**src/rtl/led_pattern_reg.sv**
```systemverilog
// led_pattern_reg: WIDTH-bit LED pattern register with eight modes.
// A prescaler paces the animated modes; stepped flags each update.
module led_pattern_reg #(
  parameter int WIDTH = 8,
  parameter int DIV   = 4
) (
  input  logic             k,
  input  logic             reset,
  input  logic             en,
  input  logic [2:0]       mode,
  input  logic [WIDTH-1:0] data,
  input  logic             sin,
  output logic [WIDTH-1:0] q,
  output logic             stepped
);

  localparam int CW = (DIV > 1) ? $clog2(DIV) : 1;
  localparam logic [CW-1:0] LAST = CW'(DIV - 1);

  typedef enum logic [2:0] {
    HOLD   = 3'd0,
    LOAD   = 3'd1,
    SHL    = 3'd2,
    SHR    = 3'd3,
    ROL    = 3'd4,
    ROR    = 3'd5,
    BOUNCE = 3'd6,
    COUNT  = 3'd7
  } mode_t;

  logic [CW-1:0]    cnt;
  logic [2:0]       mode_q;
  logic             dir;
  logic [WIDTH-1:0] nq;
  logic             ndir;

  // Pattern value to apply if this edge turns out to be a step.
  always_comb begin
    nq   = q;
    ndir = dir;
    case (mode_t'(mode))
      SHL:   nq = {q[WIDTH-2:0], sin};
      SHR:   nq = {sin, q[WIDTH-1:1]};
      ROL:   nq = {q[WIDTH-2:0], q[WIDTH-1]};
      ROR:   nq = {q[0], q[WIDTH-1:1]};
      COUNT: nq = q + WIDTH'(1);
      BOUNCE: begin
        if (q == '0) begin
          nq   = WIDTH'(1);
          ndir = 1'b0;
        end else if (!dir) begin
          if (q[WIDTH-1]) begin
            ndir = 1'b1;
            nq   = q >> 1;
          end else begin
            nq = q << 1;
          end
        end else if (q[0]) begin
          ndir = 1'b0;
          nq   = q << 1;
        end else begin
          nq = q >> 1;
        end
      end
      default: ;
    endcase
  end

  always_ff @(posedge k) begin
    if (!reset) begin
      q       <= '0;
      cnt     <= '0;
      dir     <= 1'b0;
      mode_q  <= 3'd0;
      stepped <= 1'b0;
    end else if (mode != mode_q) begin
      // A mode change restarts the prescaler and never steps.
      mode_q  <= mode;
      cnt     <= '0;
      stepped <= 1'b0;
      if (mode == LOAD)
        q <= data;
    end else if (mode == HOLD || mode == LOAD) begin
      cnt     <= '0;
      stepped <= 1'b0;
      if (mode == LOAD) begin
        q   <= data;
        dir <= 1'b0;
      end
    end else if (!en) begin
      stepped <= 1'b0;
    end else if (cnt == LAST) begin
      cnt     <= '0;
      stepped <= 1'b1;
      q       <= nq;
      dir     <= ndir;
    end else begin
      cnt     <= cnt + CW'(1);
      stepped <= 1'b0;
    end
  end

endmodule

```
**config.mk**
```make
export PLATFORM = sky130hd
export DESIGN_NAME = led_pattern_reg
export DESIGN_NICKNAME = d
export VERILOG_FILES = /design/src/rtl/led_pattern_reg.sv
export SDC_FILE = /design/constraint.sdc
export NUM_CORES = 1
export LEC_CHECK = 0
export ABC_AREA = 1
export BUFFER_PORTS_ARGS = -buffer_cell sky130_fd_sc_hd__buf_2
export CAP_MARGIN = 15
export CORE_MARGIN = 3
export CORE_UTILIZATION = 37
export DETAILED_ROUTE_END_ITERATION = 10
export PLACE_DENSITY_LB_ADDON = 0.2
export RECOVER_POWER = 100
export SYNTH_ARGS = -nofsm -noshare
export SYNTH_HDL_FRONTEND = slang
export SYNTH_SLANG_ARGS = --single-unit
```
**constraint.sdc**
```tcl
create_clock -name k -period 1.9 [get_ports k]
set_input_delay 0.095 -clock k [delete_from_list [all_inputs] [get_ports k]]
set_output_delay 0.095 -clock k [all_outputs]
set_load 0.005 [all_outputs]
```
==> metrics.md, run 1 <==
| Metric | Value |
|---|---|
| First-pass iteration count of the detailed router | 5 |
| Power Total | 1020 uW |
| Net Count, Synth | around 280 |
| Status | complete, no violations |
| Iter 0 DRT Violations | between 100 and 150 |
| CTS sink count | 15 |
| Top-area cell type share of the netlist area | 21.2% |
| Hold_ws | between 90 and 100 ps |
| H-tree lvl count | 1 |
| DP Wirelength | roughly 3500 um |
| Final wirelength | around 4500 um |
| Max IR drop VDD | 0.000382 V |
| CP Capture Type | register |
| Layout Utilization | 44.3% |
| Leak | 0.000835 uW |
| Residual DRC count | 0 |
| Syn Inst Count | about 260 |
| Slew Viols, Final | 0 |
| Initial Util | about two fifths |
| Tightest Pin Transition | ~480 ps |
| Die height | 69.8 um |
| Layout Skew | around 2.6 ps |
| CP max FO | 9 |
| # IOs | 24 |
| Initial antenna violation count | 0 |
| Routed length on met3 | approximately 320 um |
| TNS Setup | 0 ps |
| Std-Cell Rows | 22 |
| Period minus WS final | between 1500 and 2000 ps |
| Setup violators final | 0 |
| FF-to-FF setup slack | between 100 and 150 ps |
| Async set-reset flop share out of synthesis | 0% |
| Core Region | ~3800 um^2 |
| M1 WL | 1990 um |
| Ys flop type | dfxtp_1 |
| Crit path DAT | 1960 ps |
| Placed cell area | around 1700 um^2 |
| Final Instance Area | ~1700 um^2 |
| Top post-synthesis cells by count | 85 x nand2_1, 31 x nor2_1, 26 x inv_1 |
| Via count | approximately 1,700 |
| IO buf count | 23 |
| WL met2 | ~2000 um |
| GRT overflow | 0 |
| Number of synthesized register bits | 15 |
| Post-CTS sizing | 0 |
| Die area | 4870 um^2 |
| Hold_buf cts | 0 |
| Root Driver | clkbuf_8 |
| Synth area leaders | nand2_1 21%, dfxtp_1 20%, nor2_1 7.7%, inv_1 6.5%, nand3_1 6.0% |
| GR Util All Layers | ~19% |
| RSZ-0062 raised after global routing | no |
| Yosys warnings | 0 |
| Max-slew headroom | 67.6% |
| Max-cap viol count | 0 |
| Post-synth EDFFs | 0 |
| Max Freq | around 570 MHz |
| Nets | slightly above 300 |
| Power Dens Cells | ~600 nW/um^2 |
| Routed WL per cell | roughly 13 um |
| Syn avg cell area | ~5.7 um^2 |
| Layout area overhead | 11.8% |
| Number of setup buffers added after CTS | 0 |
| Post-synth cell types | 32 |
| WS Path Type | reg2reg |
| Die width | around 70 um |
| Mapped Area | around 1500 um^2 |
| Diode count | 0 |
| Via/cell ratio | about 5.2 |
| Final hold viol count | 0 |
| Seq/Total Area, Yosys | around a fifth |
| Final period utilization | between 90% and 100% |
| Req. time, crit path | around 2100 ps |
| Startpoint types | register |
| Vias in the first global route | approximately 1,600 |
| Ratio of cells with drive above 1 in the final layout | between 10% and 20% |
| ANT nets after route | 0 |
| Clock Latency Late Sink | ~260 ps |
| CTS tree | built |
| Count leader, synth | nand2_1 |
| Global-route wire length before repair | around 7600 um |
| Final RePlAce weighted congestion | approximately 0.95 |
| Hold Path Class | in2reg |
| CTS buffer count | 3 |
| Max Used Layer | met4 |
| Maximum clock insertion buffer count | 2 |
| Largest net degree at the start of global routing | 11 |
| Reg clk slew, reported paths | 70 ps |
| Post-synth top area cell | nand2_1 |
area by class of cell:
class	instances	area (um^2)
fillers	411	2120
multi-input cells	208	1030
flip-flops and latches	15	300
repair buffers	28	136
inverters	30	113
well taps	48	60.1
clock buffers	3	41.3
clock inverters	1	5.00
worst max-delay path, cell delays in order, from the launching register on:
cell and delay [ps]:
dfxtp_1 520, inv_1 200, ha_1 270, nand2_1 80, nor2_1 50, nand2_1 120, nand3_1 80, nand2_1 70
nand2_1 50, nand3_1 100, nand2_1 50, a21oi_1 110
power breakdown:
group | internal (uW) | leakage (uW) | switching (uW)
Clock | 146 | 0.0000255 | 139
Sequential | 336 | 0.000123 | 40.8
Combinational | 126 | 0.000687 | 228
Total | 608 | 0.000835 | 408
kinds of logic after synthesis:
family          share of synthesized area (%)
compound gates                           14.4
fa+ha+maj                                3.33
flops                                    20.0
xor+xnor                                 3.33
buf+inv                                  11.0
simple gates                             48.0
per-layer routing:
layer	vias up	global-route usage, %
li1	879	-
met1	755	25.8
met2	76	30.1
met3	14	3.33
met4	0	8.72
met5	-	0
through the flow:
stage | setup slack (ps) | instances
after floorplan | 432 | 262
after global placement | 176 | 329
after detailed placement | 192 | 329
after CTS | 169 | 333
after global routing | 3.82 | 333
final | 138 | 333
layout by cell type, fill, tap and decap left out, types with 2 or more instances in the layout:
master | Yosys | layout
nand2_1 | 85 | 85
nor2_1 | 31 | 31
inv_1 | 26 | 26
nand3_1 | 18 | 19
buf_2 | 5 | 19
a21oi_1 | 16 | 16
o21ai_0 | 14 | 16
dfxtp_1 | 15 | 15
nor3_1 | 7 | 7
clkbuf_1 | 1 | 7
inv_2 | 4 | 4
o21ai_1 | 6 | 4
or2_2 | 4 | 4
ha_1 | 4 | 4
nand4_1 | 3 | 3
clkbuf_8 | 0 | 3
nor2_2 | 2 | 2
nand2_2 | 2 | 2
nand2_4 | 2 | 2
xnor2_1 | 1 | 2
nor2_4 | 2 | 2
o22ai_1 | 2 | 2
buf_4 | 1 | 2
flip-flops by register name, summed over array words and instances, names as in the netlist:
register / flops
q: 8
stepped: 1
cnt: 2
dir: 1
mode_q: 3
path summary, 6_finish.rpt:
check | startpoint | to | depth (start not counted)
worst min register to register | cnt[1]$_SDFFE_PP0P_ | cnt[1]$_SDFFE_PP0P_ | 2
worst max register to register | q[0]$_SDFFE_PN0P_ | q[7]$_SDFFE_PN0P_ | 11
worst max-delay path | q[0]$_SDFFE_PN0P_ | q[7]$_SDFFE_PN0P_ | 11
worst min-delay path | mode[2] | mode_q[2]$_SDFFE_PN0P_ | 3
Note: power is estimated with default switching activity, not from simulation.
==> inputs of run 2 (changes only) <==
--- a/config.mk
+++ b/config.mk
@@ -5,7 +5,6 @@
 export SDC_FILE = /design/constraint.sdc
 export NUM_CORES = 1
 export LEC_CHECK = 0
-export ABC_AREA = 1
 export BUFFER_PORTS_ARGS = -buffer_cell sky130_fd_sc_hd__buf_2
 export CAP_MARGIN = 15
 export CORE_MARGIN = 3
==> metrics.md, run 2 <==
| Metric | Value |
|---|---|
| Status | complete, no violations |
| Initial Util | around 40% |
| Final hold viol count | 0 |
| Layout Skew | 9.03 ps |
| Ys flop type | dfxtp_1 |
| Max Freq | 531 MHz |
| GR Util All Layers | 21.9% |
| RSZ-0062 raised after global routing | yes |
| Clock Latency Late Sink | 260 ps |
| Post-synth top area cell | dfxtp_1 |
| Req. time, crit path | approximately 2100 ps |
| Count leader, synth | o21ai_0 |
| Die height | 68.0 um |
| Most frequent cells in the layout | 21 x buf_4, 19 x buf_2, 16 x o21ai_0 |
| Post-synthesis compound-gate area fraction | 30.6% |
| Final period utilization | between 90 and 100% |
| Max-slew headroom | 57.7% |
| Reg with most FFs | q |
| Via/cell ratio | around 5.9 |
| Number of flip-flops in the largest register | 8 |
| Final RePlAce weighted congestion | roughly 0.95 |
| Post-Synth Simple-Gate Area | about 29% |
| Layout Utilization | between 50% and 60% |
| Synth area leaders | dfxtp_1 21%, o21ai_0 6.3%, xnor2_1 4.3%, nand2_1 4.0%, nor2_1 4.0% |
| Post-synth cell types | 53 |
| CP Capture Type | register |
| Via count | 1,586 |
| Die width | 68.0 um |
| Logic pwr share | between 30% and 40% |
| Max IR drop VDD | between 0.0005 and 0.0006 V |
| Seq/Total Area, Yosys | 21.1% |
| Slew Viols, Final | 0 |
| Root Driver | clkbuf_8 |
| Ratio of cells with drive above 1 in the final layout | between 20% and 30% |
| WL met2 | between 2000 and 2500 um |
| Syn Inst Count | 186 |
| Syn avg cell area | between 7 and 8 um^2 |
| # IOs | 24 |
| Max-cap viol count | 0 |
| Switching portion of total power | approximately a third |
| Setup violators final | 0 |
| Hold_ws | 146 ps |
| Leak | 0.000687 uW |
| Nets | roughly 240 |
| Crit path max-delay cell type | or4b_4 |
| Diode count | 0 |
| Residual DRC count | 0 |
| Crit path cell chain | inv_2 -> ha_4 -> or4b_4 -> o41ai_4 -> o221ai_2 -> a32o_1 |
| Period minus WS final | about 1900 ps |
| Global-route wire length before repair | ~7600 um |
| CTS tree | built |
| Number of synthesized register bits | 15 |
| Routed WL per cell | ~17 um |
| Hold_buf cts | 0 |
| Adder-Cell Fraction of Synth Area | roughly 3.5% |
| Final WS setup | approximately 15 ps |
| CP peak stage delay | about 490 ps |
| Final wirelength | about 4600 um |
| CTS buffer count | 3 |
| Filler Cell Count | 348 |
| Worst slack at placement | about 53 ps |
| CP max FO | 4 |
| Routed length on met3 | ~380 um |
| H-tree lvl count | 1 |
| IO buf count | 23 |
| First-pass iteration count of the detailed router | 4 |
| Maximum clock insertion buffer count | 2 |
| Hold Path Class | in2reg |
| Regs by FF count | q (8), mode_q (3), cnt (2) |
| Largest family of logic cells by synthesized area | compound AO/OA/AOI/OAI gates |
| GRT overflow | 0 |
| WS Path Type | reg2reg |
| Max Used Layer | met4 |
| Vias in the first global route | 1,542 |
| Async set-reset flop share out of synthesis | 0% |
| DP Wirelength | roughly 3500 um |
| Top-area cell type share of the netlist area | around a fifth |
| Layout area overhead | 24.4% |
| Sw Pwr | about 320 uW |
| Internal power | approximately 620 uW |
| Reg clk slew, reported paths | roughly 80 ps |
| Critical path's top delay family | compound AO/OA/AOI/OAI gates |
| Crit path DAT | ~2000 ps |
| Mapped Area | approximately 1400 um^2 |
| Startpoint types | register |
| Proportion of synthesized area in mux cells | 3.60% |
| CTS sink count | 15 |
| Power Dens Cells | 531 nW/um^2 |
| Largest net degree at the start of global routing | 17 |
| ANT nets after route | 0 |
| Seq pwr share | 36.7% |
| FF-to-FF setup slack | around 15 ps |
| Core Region | around 3500 um^2 |
| Worst Path Buf+Inv | 1 |
| Top post-synthesis cells by count | 18 x o21ai_0, 15 x dfxtp_1, 15 x nand2_1, 15 x nor2_1, 11 x nand3_1 |
| Std-Cell Rows | 21 |
| M1 WL | between 2000 and 2500 um |
| Initial antenna violation count | 0 |
| Iter 0 DRT Violations | a little under 200 |
| Die area | 4630 um^2 |
| Clk network pwr share | a little under a third |
| Post-synthesis xor/xnor area fraction | under 10% |
| Tightest Pin Transition | between 600 and 700 ps |
| Yosys warnings | 0 |
| Post-synth EDFFs | 0 |
| Most common cell after layout, fill and taps aside | buf_4 |
| Net Count, Synth | roughly 210 |
## run 2: cell type report
cell class | count | area [um^2] | area share [%]
multi-input cells | 149 | 1040 | 58.5
flip-flops and latches | 15 | 303 | 17.1
well taps | 46 | 57.6 | 3.25
clock buffers | 3 | 41.3 | 2.33
clock inverters | 1 | 7.51 | 0.424
inverters | 10 | 37.5 | 2.12
repair buffers | 45 | 288 | 16.2
## run 2: timing repair
action / 4_1_cts / 5_1_grt
hold endpoints to repair: 0 / 0
setup buffers: 0 / 1
endpoints found under the setup margin: 0 / 3
gates resized for setup: 0 / 9
## run 2: worst reg2reg max path, stage by stage (launching register included)
cell and delay, ps:
dfxtp_2 330, inv_2 70, ha_4 120, or4b_4 490, o41ai_4 400, o221ai_2 130
a32o_1 230
## run 2: logic make-up after synthesis
| kind of cell | after synthesis |
|---|---|
| and+or+nand+nor | 74 |
| AOI/OAI and AO/OA | 57 |
| buffers and inverters | 22 |
| DFF | 15 |
| xor gates and xnor gates | 9 |
| muxes | 5 |
| adders and majority gates | 4 |
## run 2: worst paths after layout
path                       startpoint             endpoint  cells after the start
setup / recovery    q[0]$_SDFFE_PN0P_    q[6]$_SDFFE_PN0P_                      6
hold / removal                     en  cnt[1]$_SDFFE_PP0P_                      3
setup reg to reg    q[0]$_SDFFE_PN0P_    q[6]$_SDFFE_PN0P_                      6
hold reg to reg   cnt[1]$_SDFFE_PP0P_  cnt[1]$_SDFFE_PP0P_                      2
## run 2: stage by stage
step	cells	power [uW]	setup TNS [ps]	area, um^2
after CTS	268	934	0	1750
after global routing	269	993	-81.1	1770
after global placement	264	649	0	1700
final	269	941	0	1770
after detailed placement	264	652	0	1700
after floorplan	186	542	0	1420
## run 2: per-layer routing
metal  vias up  GRT usage (%)
met1       728           30.1
met2        75           32.9
met4         0           9.43
li1        769              -
met5         -              0
met3        14           4.60
## run 2: power groups by stage
stage                     registers (uW)  logic (uW)  clock network [uW]
after floorplan                      352         191                   0
after global placement               350         299                   0
after detailed placement             351         301                   0
after CTS                            344         303                 287
after global routing                 348         339                 305
final                                345         310                 285
==> inputs of run 3 (changes only) <==
--- a/config.mk
+++ b/config.mk
@@ -5,11 +5,11 @@
 export SDC_FILE = /design/constraint.sdc
 export NUM_CORES = 1
 export LEC_CHECK = 0
-export BUFFER_PORTS_ARGS = -buffer_cell sky130_fd_sc_hd__buf_2
 export CAP_MARGIN = 15
 export CORE_MARGIN = 3
 export CORE_UTILIZATION = 37
 export DETAILED_ROUTE_END_ITERATION = 10
+export DONT_BUFFER_PORTS = 1
 export PLACE_DENSITY_LB_ADDON = 0.2
 export RECOVER_POWER = 100
 export SYNTH_ARGS = -nofsm -noshare
==> constraint.sdc (replaced) <==
create_clock -name k -period 1.6 [get_ports k]
set_input_delay 0.08 -clock k [delete_from_list [all_inputs] [get_ports k]]
set_output_delay 0.08 -clock k [all_outputs]
set_load 0.005 [all_outputs]
==> metrics.md, run 3 (synthesized netlist as in run 2, its figures left out) <==
| Metric | Value |
|---|---|
| Critical path's top delay family | compound AO/OA/AOI/OAI gates |
| Std-Cell Rows | 21 |
| GRT overflow | 0 |
| Ratio of cells with drive above 1 in the final layout | between 30 and 40% |
| Hold path start | reset |
| CTS tree | built |
| Maximum clock insertion buffer count | 2 |
| Filler Cell Count | 341 |
| Startpoint types | register |
| Crit path cell chain | inv_4 -> ha_4 -> or4b_4 -> o41ai_4 -> o221ai_2 -> a32o_1 |
| Die width | between 60 and 70 um |
| Final Instance Area | 1950 um^2 |
| CTS sink count | 15 |
| Crit path max-delay cell type | or4b_4 |
| Failing checks | negative setup slack |
| CP max FO | 4 |
| CP peak stage delay | 490 ps |
| Residual DRC count | 0 |
| Fin cells | between 200 and 300 |
| WS Path Type | reg2reg |
| Slew Viols, Final | 0 |
| RSZ-0062 raised after global routing | yes |
| Largest net degree at the start of global routing | 25 |
| Number of flip-flops in the largest register | 8 |
| Period minus WS final | 1860 ps |
| Final RePlAce weighted congestion | 0.904 |
| Via count | roughly 1,600 |
| Root Driver | clkbuf_8 |
| Leak | ~0.00072 uW |
| Final period utilization | 116% |
| Initial Util | approximately two fifths |
| TNS Setup | -1330 ps |
| First-pass iteration count of the detailed router | 4 |
| Nets | approximately 240 |
| Die height | ~68 um |
| Diode count | 0 |
| Layout area overhead | 37.3% |
| ANT nets after route | 0 |
| Crit Reg-Reg Startpoint | q[0]$_SDFFE_PN0P_ |
| Max-cap viol count | 0 |
| Global-route wire length before repair | slightly below 8000 um |
| CTS buffer count | 3 |
| Most common cell after layout, fill and taps aside | buf_4 |
| Crit path DAT | around 2000 ps |
| Power Dens Cells | around 570 nW/um^2 |
| H-tree lvl count | 1 |
| Most frequent cells in the layout | 32 x buf_4, 16 x o21ai_0, 14 x nor2_1 |
| Hold Path Class | in2reg |
| Status | complete, but fails checks |
| IO buf count | 0 |
| Clock Latency Late Sink | about 250 ps |
| Max Freq | about 540 MHz |
| Core Region | 3520 um^2 |
| Reg clk slew, reported paths | 60 ps |
| Max IR drop VDD | ~0.0003 V |
| Routed WL per cell | ~18 um |
| DP Wirelength | approximately 3500 um |
| GR Util All Layers | between 20% and 30% |
| Max-slew headroom | 68.2% |
| Initial antenna violation count | 0 |
| Iter 0 DRT Violations | ~70 |
| # IOs | 24 |
| Via/cell ratio | 5.90 |
| Final hold viol count | 0 |
| Final wirelength | around 4800 um |
| Worst Path Buf+Inv | 1 |
| Tightest Pin Transition | ~480 ps |
| Layout Skew | 1.91 ps |
| CP Capture Type | register |
| Regs by FF count | q (8), mode_q (3), cnt (2) |
| Vias in the first global route | approximately 1,500 |
| Placed cell area | around 1700 um^2 |
| Final WS setup | -258 ps |
| Req. time, crit path | between 1500 and 2000 ps |
| Setup violators final | 9 |
| Reg with most FFs | q |
| Worst setup path start | q[0]$_SDFFE_PN0P_ |
| Placed cell count | around 260 |
| Die area | roughly 4600 um^2 |
## run 3: where the power goes
group / total [uW] / leakage, uW / switching [uW] / internal [uW]
registers: 410 / 0.000125 / 18.0 / 392
logic: 391 / 0.000572 / 198 / 193
clock network: 319 / 0.0000228 / 142 / 177
total: 1120 / 0.000719 / 358 / 761
## run 3: per-layer routing
| metal | up-vias | track usage (%) | wire, um |
|---|---|---|---|
| met5 | - | 0 | 0 |
| met3 | 2 | 5.09 | 290 |
| met2 | 45 | 38.1 | 2420 |
| met4 | 0 | 5.71 | 23 |
| met1 | 777 | 29.1 | 2100 |
| li1 | 769 | - | - |
## run 3: stage by stage
step	hold slack, ps	utilization [%]	setup slack, ps	total power [uW]
finish	7.49	55.5	-258	1120
global route	1.21	55.5	-331	1190
CTS	3.30	54.1	-251	1110
detailed placement	208	48.7	-248	754
global placement	205	48.7	-201	749
floorplan	228	-	-216	649
## run 3: final cells by class
class	instances	area, um^2	area share, %
timing repair buffer	46	357	18.2
multi-input combinational	149	1150	58.7
clock buffer	4	45.0	2.30
inverter	10	40.0	2.05
sequential	15	308	15.7
tap	46	57.6	2.94
## run 3: worst paths after layout
check	end	slack, ps	cells past startpoint
worst max register to register	q[6]$_SDFFE_PN0P_	-260	6
worst min-delay path	q[5]$_SDFFE_PN0P_	7	2
worst max-delay path	q[6]$_SDFFE_PN0P_	-260	6
worst min register to register	cnt[1]$_SDFFE_PP0P_	520	2
## run 3: what timing repair did
action | in CTS | in global routing
buffers inserted | 1 | 2
endpoints found under the hold margin | 12 | 0
pin swaps | 3 | 2
hold buffers | 6 | 0
resized for setup | 18 | 12
endpoints found under the setup margin | 9 | 12
## run 3: worst reg2reg max path, cell delays in order, from the launching register on
cell      delay, ps
dfxtp_4         350
inv_4            60
ha_4            120
or4b_4          490
o41ai_4         330
o221ai_2        150
a32o_1          250
